`config.mk`:
```
export PLATFORM = sky130hd
export DESIGN_NAME = amba_spi_wrapper_flat
export DESIGN_NICKNAME = d
export VERILOG_FILES = /design/src/rtl/amba_spi_pkg.sv /design/src/rtl/amba_spi_wrapper_if.sv /design/src/rtl/spi_slave_core.sv /design/src/rtl/amba_spi_wrapper.sv /design/src/flat_wrapper.sv
export SDC_FILE = /design/constraint.sdc
export NUM_CORES = 1
export LEC_CHECK = 0
export CORE_ASPECT_RATIO = 1.5
export CORE_MARGIN = 1
export CORE_UTILIZATION = 40
export CTS_CLUSTER_SIZE = 20
export DETAILED_ROUTE_END_ITERATION = 7
export DONT_BUFFER_PORTS = 1
export SYNTH_ARGS = -nofsm -noshare
export SYNTH_HDL_FRONTEND = slang
export SYNTH_HIERARCHICAL = 1
export SYNTH_SLANG_ARGS = --single-unit
```
`constraint.sdc`:
```
create_clock -name PCLK -period 2.8 [get_ports PCLK]
set_clock_uncertainty 0.15 [all_clocks]
set_input_delay 0.28 -clock PCLK [delete_from_list [all_inputs] [get_ports PCLK]]
set_output_delay 0.28 -clock PCLK [all_outputs]
set_load 0.005 [all_outputs]
```
`src/rtl/amba_spi_pkg.sv`:
```
// rtl/amba_spi_pkg.sv - shared constants for the APB-to-SPI slave wrapper
package amba_spi_pkg;

  localparam int FRAME_W = 10;
  localparam int TX_W    = 8;
  localparam int CNT_W   = 4;

  localparam logic [7:0] ADDR_CTRL   = 8'h00;
  localparam logic [7:0] ADDR_STATUS = 8'h04;
  localparam logic [7:0] ADDR_RXDATA = 8'h08;
  localparam logic [7:0] ADDR_TXDATA = 8'h0C;

  localparam int ST_RX_VALID = 0;
  localparam int ST_TX_EMPTY = 1;
  localparam int ST_BUSY     = 2;
  localparam int ST_RX_OVR   = 3;

endpackage

```
`src/rtl/amba_spi_wrapper_if.sv`:
```
// rtl/amba_spi_wrapper_if.sv - APB register bus bundle with master/slave views
interface amba_spi_wrapper_if;

  logic        PSEL;
  logic        PENABLE;
  logic        PWRITE;
  logic [7:0]  PADDR;
  logic [7:0]  PWDATA;
  logic [15:0] PRDATA;
  logic        PREADY;
  logic        PSLVERR;

  modport master (
    output PSEL, PENABLE, PWRITE, PADDR, PWDATA,
    input  PRDATA, PREADY, PSLVERR
  );

  modport slave (
    input  PSEL, PENABLE, PWRITE, PADDR, PWDATA,
    output PRDATA, PREADY, PSLVERR
  );

endinterface

```
`src/rtl/spi_slave_core.sv`:
```
// rtl/spi_slave_core.sv - PCLK-synchronous SPI slave shifters and frame counter
module spi_slave_core
  import amba_spi_pkg::*;
(
  input  logic               PCLK,
  input  logic               PRESETn,
  input  logic               en,
  input  logic               SS_n,
  input  logic               MOSI,
  input  logic [TX_W-1:0]    tx_load,
  output logic               MISO,
  output logic               frame_done,
  output logic               first_bit,
  output logic [FRAME_W-1:0] frame_data
);

  logic [CNT_W-1:0]   bit_cnt;
  logic [FRAME_W-2:0] rx_shift;
  logic [TX_W-1:0]    tx_shift;
  logic               active;

  assign active     = en & ~SS_n;
  assign frame_done = active & (bit_cnt == CNT_W'(FRAME_W - 1));
  assign first_bit  = active & (bit_cnt == '0);
  assign frame_data = {rx_shift, MOSI};
  assign MISO       = active & tx_shift[TX_W-1];

  // Reloading on the wrap edge lets frames run back-to-back without an SS_n gap.
  always_ff @(posedge PCLK or negedge PRESETn) begin
    if (!PRESETn) begin
      bit_cnt  <= '0;
      rx_shift <= '0;
      tx_shift <= '0;
    end else if (!active) begin
      bit_cnt  <= '0;
      tx_shift <= tx_load;
    end else begin
      rx_shift <= {rx_shift[FRAME_W-3:0], MOSI};
      if (frame_done) begin
        bit_cnt  <= '0;
        tx_shift <= tx_load;
      end else begin
        bit_cnt  <= bit_cnt + CNT_W'(1);
        tx_shift <= {tx_shift[TX_W-2:0], 1'b0};
      end
    end
  end

endmodule

```
`src/rtl/amba_spi_wrapper.sv`:
```
// rtl/amba_spi_wrapper.sv - APB register map in front of a PCLK-synchronous SPI slave
module amba_spi_wrapper
  import amba_spi_pkg::*;
(
  input  logic                PCLK,
  input  logic                PRESETn,
  amba_spi_wrapper_if.slave   apb,
  input  logic                APB_MODE,
  input  logic                SS_n,
  input  logic                MOSI,
  output logic                MISO
);

  logic               ctrl_en;
  logic [TX_W-1:0]    txdata;
  logic [FRAME_W-1:0] rxdata;
  logic               rx_valid;
  logic               tx_empty;
  logic               rx_ovr;

  logic               access;
  logic               mapped;
  logic               ro_hit;
  logic               wr_en;
  logic               rd_clr;
  logic               frame_done;
  logic               first_bit;
  logic [FRAME_W-1:0] frame_data;
  logic [TX_W-1:0]    tx_load;
  logic [3:0]         status;

  assign access = apb.PSEL & apb.PENABLE;
  assign mapped = (apb.PADDR == ADDR_CTRL)   | (apb.PADDR == ADDR_STATUS) |
                  (apb.PADDR == ADDR_RXDATA) | (apb.PADDR == ADDR_TXDATA);
  assign ro_hit = (apb.PADDR == ADDR_STATUS) | (apb.PADDR == ADDR_RXDATA);

  assign apb.PREADY  = 1'b1;
  assign apb.PSLVERR = access & (~mapped | (apb.PWRITE & ro_hit));
  assign wr_en       = access & apb.PWRITE & ~apb.PSLVERR;
  assign rd_clr      = access & ~apb.PWRITE & (apb.PADDR == ADDR_RXDATA);

  always_comb begin
    status              = '0;
    status[ST_RX_VALID] = rx_valid;
    status[ST_TX_EMPTY] = tx_empty;
    status[ST_BUSY]     = ctrl_en & ~SS_n;
    status[ST_RX_OVR]   = rx_ovr;
  end

  always_comb begin
    apb.PRDATA = '0;
    if (apb.PSEL && !apb.PWRITE) begin
      case (apb.PADDR)
        ADDR_CTRL:   apb.PRDATA = {15'b0, ctrl_en};
        ADDR_STATUS: apb.PRDATA = {12'b0, status};
        ADDR_RXDATA: apb.PRDATA = {{(16-FRAME_W){1'b0}}, rxdata};
        ADDR_TXDATA: apb.PRDATA = {{(16-TX_W){1'b0}}, txdata};
        default:     apb.PRDATA = '0;
      endcase
    end
  end

  assign tx_load = APB_MODE ? txdata : rxdata[TX_W-1:0];

  spi_slave_core u_core (
    .PCLK       (PCLK),
    .PRESETn    (PRESETn),
    .en         (ctrl_en),
    .SS_n       (SS_n),
    .MOSI       (MOSI),
    .tx_load    (tx_load),
    .MISO       (MISO),
    .frame_done (frame_done),
    .first_bit  (first_bit),
    .frame_data (frame_data)
  );

  // A frame landing on the RXDATA-read edge wins over the read-clear of RX_VALID.
  always_ff @(posedge PCLK or negedge PRESETn) begin
    if (!PRESETn) begin
      ctrl_en  <= 1'b1;
      txdata   <= '0;
      rxdata   <= '0;
      rx_valid <= 1'b0;
      tx_empty <= 1'b1;
      rx_ovr   <= 1'b0;
    end else begin
      if (wr_en && apb.PADDR == ADDR_CTRL)
        ctrl_en <= apb.PWDATA[0];
      if (wr_en && apb.PADDR == ADDR_TXDATA)
        txdata <= apb.PWDATA;
      if (rd_clr) begin
        rx_valid <= 1'b0;
        rx_ovr   <= 1'b0;
      end
      if (frame_done) begin
        rxdata   <= frame_data;
        rx_valid <= 1'b1;
        if (rx_valid && !rd_clr)
          rx_ovr <= 1'b1;
      end
      if (wr_en && apb.PADDR == ADDR_TXDATA)
        tx_empty <= 1'b0;
      else if (first_bit && APB_MODE)
        tx_empty <= 1'b1;
    end
  end

endmodule

```
`src/flat_wrapper.sv`:
```
// flat-port wrapper written by rule: the top's interface ports become plain ports
module amba_spi_wrapper_flat import amba_spi_pkg::*;
  (PCLK, PRESETn, APB_MODE, SS_n, MOSI, MISO, apb_PSEL, apb_PENABLE, apb_PWRITE, apb_PADDR, apb_PWDATA, apb_PRDATA, apb_PREADY, apb_PSLVERR);
  amba_spi_wrapper_if apb_i ();
  input  logic PCLK;
  input  logic PRESETn;
  input  logic APB_MODE;
  input  logic SS_n;
  input  logic MOSI;
  output logic MISO;
  input wire logic [$bits(apb_i.PSEL)-1:0] apb_PSEL;
  input wire logic [$bits(apb_i.PENABLE)-1:0] apb_PENABLE;
  input wire logic [$bits(apb_i.PWRITE)-1:0] apb_PWRITE;
  input wire logic [$bits(apb_i.PADDR)-1:0] apb_PADDR;
  input wire logic [$bits(apb_i.PWDATA)-1:0] apb_PWDATA;
  output wire logic [$bits(apb_i.PRDATA)-1:0] apb_PRDATA;
  output wire logic [$bits(apb_i.PREADY)-1:0] apb_PREADY;
  output wire logic [$bits(apb_i.PSLVERR)-1:0] apb_PSLVERR;
  assign apb_i.PSEL = apb_PSEL;
  assign apb_i.PENABLE = apb_PENABLE;
  assign apb_i.PWRITE = apb_PWRITE;
  assign apb_i.PADDR = apb_PADDR;
  assign apb_i.PWDATA = apb_PWDATA;
  assign apb_PRDATA = apb_i.PRDATA;
  assign apb_PREADY = apb_i.PREADY;
  assign apb_PSLVERR = apb_i.PSLVERR;
  amba_spi_wrapper u_core (.PCLK(PCLK), .PRESETn(PRESETn), .apb(apb_i), .APB_MODE(APB_MODE), .SS_n(SS_n), .MOSI(MOSI), .MISO(MISO));
endmodule
```
==> flow_summary.json <==
{
  "chipWidth_um": 62.3,
  "grt_pass1_vias": 1463,
  "reg2regPathDepth": 4,
  "crit_path_max_fanout": 12,
  "dp_hpwl_um": 3230,
  "grt_first_pass_wirelength_um": 7460,
  "root_buffer": "clkbuf_8",
  "yosys-top-cells-area": "dfrtp_1, mux2_2, nand2_1, mux2_4, buf_4",
  "outcome": "complete, no violations",
  "clkTransAtPathRegs_ns": 0.09,
  "clock-sinks": 43,
  "worst_setup_path_end_kind": "register",
  "synthArstFlopShare": 1.00,
  "synth.area.mux_share": 0.225,
  "cts-resized-gates": 0,
  "multiInputGateArea_um2": 1010,
  "rsz0062_at_grt": "no",
  "drc": 0,
  "io_pins": 43,
  "fin_crit_ns": 2.04,
  "antenna_found_initial": 0,
  "fin_setup_tns_ns": 0,
  "ir_worst_vdd_mv": 0.341,
  "cts_setup_buffers": 0,
  "synth-simple-area-share": 0.169,
  "drive_above_1_share": 0.281,
  "grt_max_degree": 44,
  "first_pass_iters": 4,
  "grtUsageTotal": 0.168,
  "worst_pin_slew_ns": 0.640,
  "utilization": 0.463,
  "syn_area_um2": 2180,
  "vias_per_cell": 5.04,
  "cts_buffers": 5,
  "yosys_warnings": 6,
  "syn_inst": 188,
  "cts_tree": "done",
  "crit_type": "reg2reg",
  "dieArea_um2": 5760,
  "setup_viol": 0,
  "synth_most_common_cell": "dfrtp_1",
  "synth_xor_area_frac": 0.00402,
  "antenna_cells": 0,
  "htreeDepth": 2,
  "synth_seq_area_share": 0.495,
  "synth_common_cells": "dfrtp_1, mux2_2, nand2_1",
  "synth_top_cell_area_share": 0.470,
  "core_area_um2": 5200,
  "synth_edf_count": 0,
  "start_util": 0.419,
  "place.gp.congestion": 0.814,
  "cp-start-kind": "register",
  "synth_top_family_by_area": "multiplexers",
  "synth_compound_area_frac": 0.0373,
  "finalInstanceArea_um2": 2410,
  "wl_um": 4430,
  "worstHoldPathType": "in2reg",
  "grt_remaining_overflow": 0,
  "min_path_cells": 2,
  "synth-main-ff-cell": "dfrtp_1",
  "clockBufferDepth": 2,
  "ant_nets": 0,
  "synth-seq-cells": 43,
  "hold_viol_final": 0,
  "synth-adder-area-share": 0.0172,
  "period_share": 0.728,
  "die_height_um": 92.4,
  "power_density_nw_per_um2": 443,
  "post_drt_wl_per_cell_um": 16.6,
  "drt_iter0_markers": 34,
  "power.leakage_nw": 1.19,
  "fin_hold_ws_ns": 0.0789,
  "synth_cell_types": 41,
  "port_buffers": 0,
  "clock_latency_ns": 0.29,
  "cap_violations": 0,
  "cp.required_ns": 2.82,
  "avgSynthCellArea_um2": 11.6,
  "dpl_cell_area_um2": 2200,
  "finalMaxSlewViolations": 0,
  "synth_area_leader_cell": "dfrtp_1",
  "worstPathArrival_ns": 2.06,
  "slew_headroom": 0.573,
  "nets": 225,
  "area_delta_synth_final_pct": 10.4,
  "seqCellArea_um2": 1080,
  "cts_hold_buf": 11,
  "max_freq_ghz": 0.491,
  "rows": 32,
  "nFillCells": 492,
  "num_vias": 1347
}
==> flip-flops by register name (all words and copies together) (netlist names) <==
signal                  flops
u_core/ctrl_en              1
u_core/rx_ovr               1
u_core/rx_valid             1
u_core/rxdata              10
u_core/tx_empty             1
u_core/txdata               8
u_core/u_core/bit_cnt       4
u_core/u_core/rx_shift      9
u_core/u_core/tx_shift      8
==> cells by family after synthesis <==
| family | Yosys count |
|---|---|
| and+or+nand+nor | 68 |
| DFF | 43 |
| muxes | 41 |
| buffers and inverters | 18 |
| AOI/OAI and AO/OA | 12 |
| adders and majority gates | 3 |
| other | 2 |
| xor gates and xnor gates | 1 |
==> per-stage QoR <==
| stage | setup WS [ns] | cells | power (mW) |
|---|---|---|---|
| after global routing | 0.658 | 267 | 1.11 |
| after CTS | 0.760 | 267 | 1.09 |
| after floorplan | 0.883 | 193 | 0.683 |
| final | 0.761 | 267 | 1.07 |
| after detailed placement | 0.789 | 248 | 0.673 |
| after global placement | 0.878 | 248 | 0.672 |
==> placed cells by master, fill, tap and decap left out, types with 2 or more instances in the layout <==
| cell | count |
|---|---|
| a21o_1 | 3 |
| a22oi_1 | 2 |
| a31oi_1 | 2 |
| and2_1 | 3 |
| and2_2 | 2 |
| and3_1 | 3 |
| buf_4 | 2 |
| clkbuf_8 | 5 |
| conb_1 | 7 |
| dfrtp_1 | 41 |
| dfstp_2 | 2 |
| dlygate4sd3_1 | 10 |
| ha_1 | 3 |
| inv_1 | 3 |
| mux2_2 | 30 |
| mux2_4 | 6 |
| mux2i_1 | 4 |
| nand2_1 | 30 |
| nand4_1 | 2 |
| nand4b_1 | 2 |
| nor2_1 | 11 |
| nor2b_1 | 3 |
| o21ai_0 | 2 |
==> per-layer routing <==
| layer | up-vias | global-route usage | share of wire |
|---|---|---|---|
| li1 | 646 | - | - |
| met1 | 666 | 0.198 | 0.41 |
| met2 | 33 | 0.311 | 0.55 |
| met3 | 2 | 0.0222 | 0.032 |
| met4 | 0 | 0.0523 | 0.0070 |
| met5 | - | 0 | 0 |
==> where the power goes <==
part / total (mW) / leakage, nW / switching (mW) / internal, mW
Combinational: 0.0554 / 0.555 / 0.0269 / 0.0284
Clock: 0.380 / 0.0412 / 0.205 / 0.174
Sequential: 0.632 / 0.593 / 0.00392 / 0.628
Total: 1.07 / 1.19 / 0.236 / 0.831
==> worst paths after layout <==
check                                     startpoint  slack [ns]                         to
min reg2reg                u_core/u_core/tx_shift[0]        0.33  u_core/u_core/tx_shift[1]
min in group asynchronous                    PRESETn        0.31  u_core/u_core/rx_shift[3]
min                                         APB_MODE        0.08            u_core/tx_empty
max in group asynchronous                    PRESETn        1.93            u_core/tx_empty
max                                   u_core/ctrl_en        0.76           u_core/rxdata[2]
max reg2reg                           u_core/ctrl_en        0.76           u_core/rxdata[2]
==> worst max-delay path, cell delays in order, from the launching register on <==
cell and delay, ns:
dfstp_2 0.57, nand2b_1 0.27, nor3_1 0.37, buf_4 0.23, mux2_2 0.34
==> layout make-up <==
type	count	share of cell area
Timing Repair Buffer	13	0.0561
Clock buffer	6	0.0301
Multi-Input combinational cell	132	0.421
Clock inverter	2	0.00519
Inverter	3	0.00468
Tap cell	68	0.0353
Sequential cell	43	0.448
Note: power is estimated with default switching activity, not from simulation.
==> edit 1, RTL diff (same settings) <==
Change the package constant `FRAME_W` from 10 to 12.
--- a/src/rtl/amba_spi_pkg.sv
+++ b/src/rtl/amba_spi_pkg.sv
@@ -2,5 +2,5 @@
 package amba_spi_pkg;
 
-  localparam int FRAME_W = 10;
+  localparam int FRAME_W = 12;
   localparam int TX_W    = 8;
   localparam int CNT_W   = 4;
Behaviour: same outputs for any inputs over 10 cycles, from zero or initial values and one cycle with PRESETn low; that may be too few to reach the edited logic, so the function may still have changed.
==> edit 1 against the unedited design <==
  * Clock power grew 15%
  * Total power grew 11%
  * Utilization grew 0.50 points
  * Setup slack gained 0.12 ns
  * Sequential share of layout area grew 1.1 points
  * Routed wire length shrank 1.3%
  * Hold slack lost 0.016 ns
  * Sequential power grew 9.0%
  * Count of clock-buffer cells in the layout grew 1
  * Sequential cell count grew 4
  * Area after synthesis grew 5.5%
  * Critical path depth grew 1
  * Final area grew 6.6%
  * Critical endpoint is now u_core/rxdata[6]
  * Highest routed layer unchanged
==> edit 1: results (changes against the unedited design) <==
[global_route]
met2_usage_pct=25.3  ; -5.9 points
met3_usage_pct=2.90  ; +0.68 points
grt_first_pass_wirelength_mm=7.03  ; -5.7%
grt_util_met1_pct=20.1  ; +0.32 points
grt_use_total_pct=15.5  ; -1.3 points

[layout]
fill_cells=519  ; +5.5%
final_layout_size_suffix_gt1_share_pct=29.7  ; +1.5 points
top_regs=u_core/rxdata: 12 flops, u_core/u_core/rx_shift: 11 flops
finalNetCount=234  ; +4.0%

[route]
routed_via_density=5.23  ; +3.6%
drt_iter0_markers=61  ; +79%
wl_per_cell_um=15.6  ; -5.6%

[logic_synthesis]
ys_seq_area_share_pct=51.3  ; +1.8 points
synth_cell_type_count=40  ; -2.4%
synthAdderAreaFrac_pct=1.09  ; -0.63 points
synthTopCellsByCount=45 x dfrtp_1, 39 x mux2_2, 35 x nand2_1, 11 x nor2_1
synth.area.top_cells=dfrtp_1 49%, mux2_2 19%, nand2_1 5.7%

[power_and_ir_drop]
vdd_drop_max_uv=299  ; -12%
p_leak_nw=1.24  ; +4.7%

[placed_design]
place_ws_ns=0.859  ; +0.0698 ns
gp_congestion=0.720  ; -12%

[timing]
worst_slack_ns=0.884  ; +0.123 ns
timing.slew.headroom_pct=65.0  ; +7.7 points
hold_slack_ns=0.0634  ; -0.0155 ns

[worst_setup_path]
arrival_ns=1.95  ; -0.11 ns
crit_fanout=10  ; -2

[status]
status=finished clean

==> edit 1: changes by cell type after synthesis, moves of 2 or more <==
cell     change
mux2_2       +9
mux2_4       -6
nand2_1      +5
dfrtp_1      +4
and2_1       +3
and3_1       -2
buf_4        -2
==> edit 1: kinds of logic after synthesis <==
| kind of cell | count (synthesis) |
|---|---|
| adder cells (fa/ha/maj) | 2 |
| AND/OR/NAND/NOR | 74 |
| XOR/XNOR | 1 |
| multiplexers | 44 |
| AO/OA/AOI/OAI | 12 |
| other | 2 |
| buffers and inverters | 16 |
| flip-flops | 47 |
==> edit 1: metal layers <==
metal | part of all wire [%] | up-vias
met5 | 0 | -
met4 | 0.73 | 0
met3 | 3.8 | 2
met2 | 53 | 34
met1 | 43 | 735
li1 | - | 687
==> edit 1: worst paths after layout <==
path                                             endpoint  depth (start not counted)                       from
worst max register to register           u_core/rxdata[6]                          5   u_core/u_core/bit_cnt[0]
min in group asynchronous                u_core/rxdata[8]                          2                    PRESETn
worst min register to register  u_core/u_core/tx_shift[6]                          1  u_core/u_core/tx_shift[5]
max in group asynchronous                 u_core/tx_empty                          2                    PRESETn
worst max-delay path                     u_core/rxdata[6]                          5   u_core/u_core/bit_cnt[0]
worst min-delay path                        u_core/rx_ovr                          2               apb_PADDR[4]
==> edit 1: power breakdown <==
part	total (mW)	switching, mW	leakage [nW]	internal, mW
combinational	0.0565	0.0272	0.545	0.0293
clock	0.437	0.212	0.0505	0.225
sequential	0.689	0.00393	0.649	0.685
==> edit 1: critical path, cell delays in order, from the launching register on <==
cell     delay (ns)
dfrtp_1        0.38
ha_1           0.21
nand2_1        0.12
nor3_2         0.32
buf_4          0.26
mux2_2         0.35
==> edit 1: final cells by class <==
| cell class | count | area, um^2 | area share, % |
|---|---|---|---|
| Multi-Input combinational cell | 138 | 1040 | 40.7 |
| Clock buffer | 7 | 96.3 | 3.75 |
| Inverter | 3 | 11.3 | 0.438 |
| Clock inverter | 1 | 7.51 | 0.292 |
| Tap cell | 70 | 87.6 | 3.41 |
| Timing Repair Buffer | 13 | 143 | 5.55 |
| Sequential cell | 47 | 1180 | 45.9 |
==> edit 1: metrics by stage <==
step / utilization (%) / total power, mW / instances
2_1_floorplan: - / 0.738 / 201
3_3_place_gp: 42.6 / 0.730 / 260
3_5_place_dp: 42.6 / 0.731 / 260
4_1_cts: 46.8 / 1.21 / 279
5_1_grt: 46.8 / 1.24 / 279
6_report: 46.8 / 1.18 / 279
==> edit 2, RTL diff (config.mk and constraints unchanged) <==
Without the edit above. Make the reset (`PRESETn`) synchronous in 2 clocked blocks.
--- a/src/rtl/spi_slave_core.sv
+++ b/src/rtl/spi_slave_core.sv
@@ -27,5 +27,5 @@
 
   // Reloading on the wrap edge lets frames run back-to-back without an SS_n gap.
-  always_ff @(posedge PCLK or negedge PRESETn) begin
+  always_ff @(posedge PCLK) begin
     if (!PRESETn) begin
       bit_cnt  <= '0;
--- a/src/rtl/amba_spi_wrapper.sv
+++ b/src/rtl/amba_spi_wrapper.sv
@@ -77,5 +77,5 @@
 
   // A frame landing on the RXDATA-read edge wins over the read-clear of RX_VALID.
-  always_ff @(posedge PCLK or negedge PRESETn) begin
+  always_ff @(posedge PCLK) begin
     if (!PRESETn) begin
       ctrl_en  <= 1'b1;
Check against the original RTL: differs if PRESETn is asserted again (counterexample within 4 cycles, from zero or initial values and one cycle with PRESETn low); with PRESETn held inactive, the same outputs for 10 cycles.
==> edit 2 against the unedited design <==
  * Routed wire length fell by 1.2%
  * Sequential cell count did not move
  * Critical path depth rose by 1
  * Setup slack improved by 0.067 ns
  * First-iteration DRC count rose by 110%
  * Synthesized cell count rose by 28%
  * Die area fell by 2.6%
  * Sequential power fell by 2%
  * Total power rose by 11%
  * Final area fell by 2.2%
  * Area after synthesis fell by 2.6%
  * Largest power group unchanged
==> edit 2: results (changes against the unedited design) <==
[status]
status=finished clean

[placed_design]
dp.cells=294  ; +19%
dp_hpwl_mm=3.07  ; -4.9%

[global_route]
grt_use_total_pct=16.9  ; +0.18 points
met3_usage_pct=4.56  ; +2.3 points
grt_first_pass_wirelength_mm=6.98  ; -6.4%
grt_pass1_vias=1495  ; +2.2%

[route]
detail_route.wirelength.met1_mm=1.81  ; +0.17%
drt_iter0_markers=71  ; +110%
wl_met3_um=245  ; +75%
wl_met2_mm=2.23  ; -9.1%
routed_via_density=4.96  ; -1.7%

[logic_synthesis]
synth_async_sr_flop_share_pct=0  ; -100 points
synthTopCellsByCount=52 x nand2_1, 43 x dfxtp_1, 30 x mux2i_1, 20 x nor2_1, 10 x mux2_2
synth.area.top_cells=dfxtp_1 41%, mux2i_1 14%, nand2_1 9.2%

[worst_setup_path]
max_stage_delay_ns=0.47  ; -0.10 ns
timing.rr.start=u_core/ctrl_en
crit_fanout=11  ; -1
regToRegSetupSlack_ns=0.83  ; +0.07 ns
cp_slowest_cell=nor3_2
r2r_end=u_core/rx_ovr

[timing]
post-route-period-util_pct=70.4  ; -2.4 points
timing.slew.headroom_pct=59.6  ; +2.3 points

[layout]
stdcell_count=313  ; +17%
finalNetCount=271  ; +20%
final_layout_size_suffix_gt1_share_pct=11.0  ; -17 points

[power_and_ir_drop]
switchingPower_mw=0.244  ; +3.1%
p_leak_nw=0.875  ; -26%
combPwrFrac_pct=5.9  ; +0.7 points

[hold_path]
hold-path-endpoint=u_core/ctrl_en

[edit 2: cell types whose count changed after synthesis, moves of 9 or more]
| cell | change |
|---|---|
| dfxtp_1 | +43 |
| dfrtp_1 | -41 |
| mux2i_1 | +26 |
| nand2_1 | +22 |
| mux2_2 | -20 |
| a21boi_0 | +9 |
| nor2_1 | +9 |
[edit 2: kinds of logic after synthesis]
kind of cell | after synthesis | share of synthesized area, %
xor gates and xnor gates | 2 | 0.825
adders and majority gates | 3 | 1.77
and+or+nand+nor | 101 | 21.9
DFF | 43 | 40.5
AOI/OAI and AO/OA | 22 | 6.89
muxes | 41 | 20.5
buffers and inverters | 27 | 7.19
other | 2 | 0.354
[edit 2: layout make-up]
cell class,instances,area [um^2]
sequential,43,861
tap,68,85.1
fill,529,2770
multi-input combinational,176,1130
timing repair buffer,14,143
inverter,4,15.0
clock buffer,6,82.6
clock inverter,2,35.0
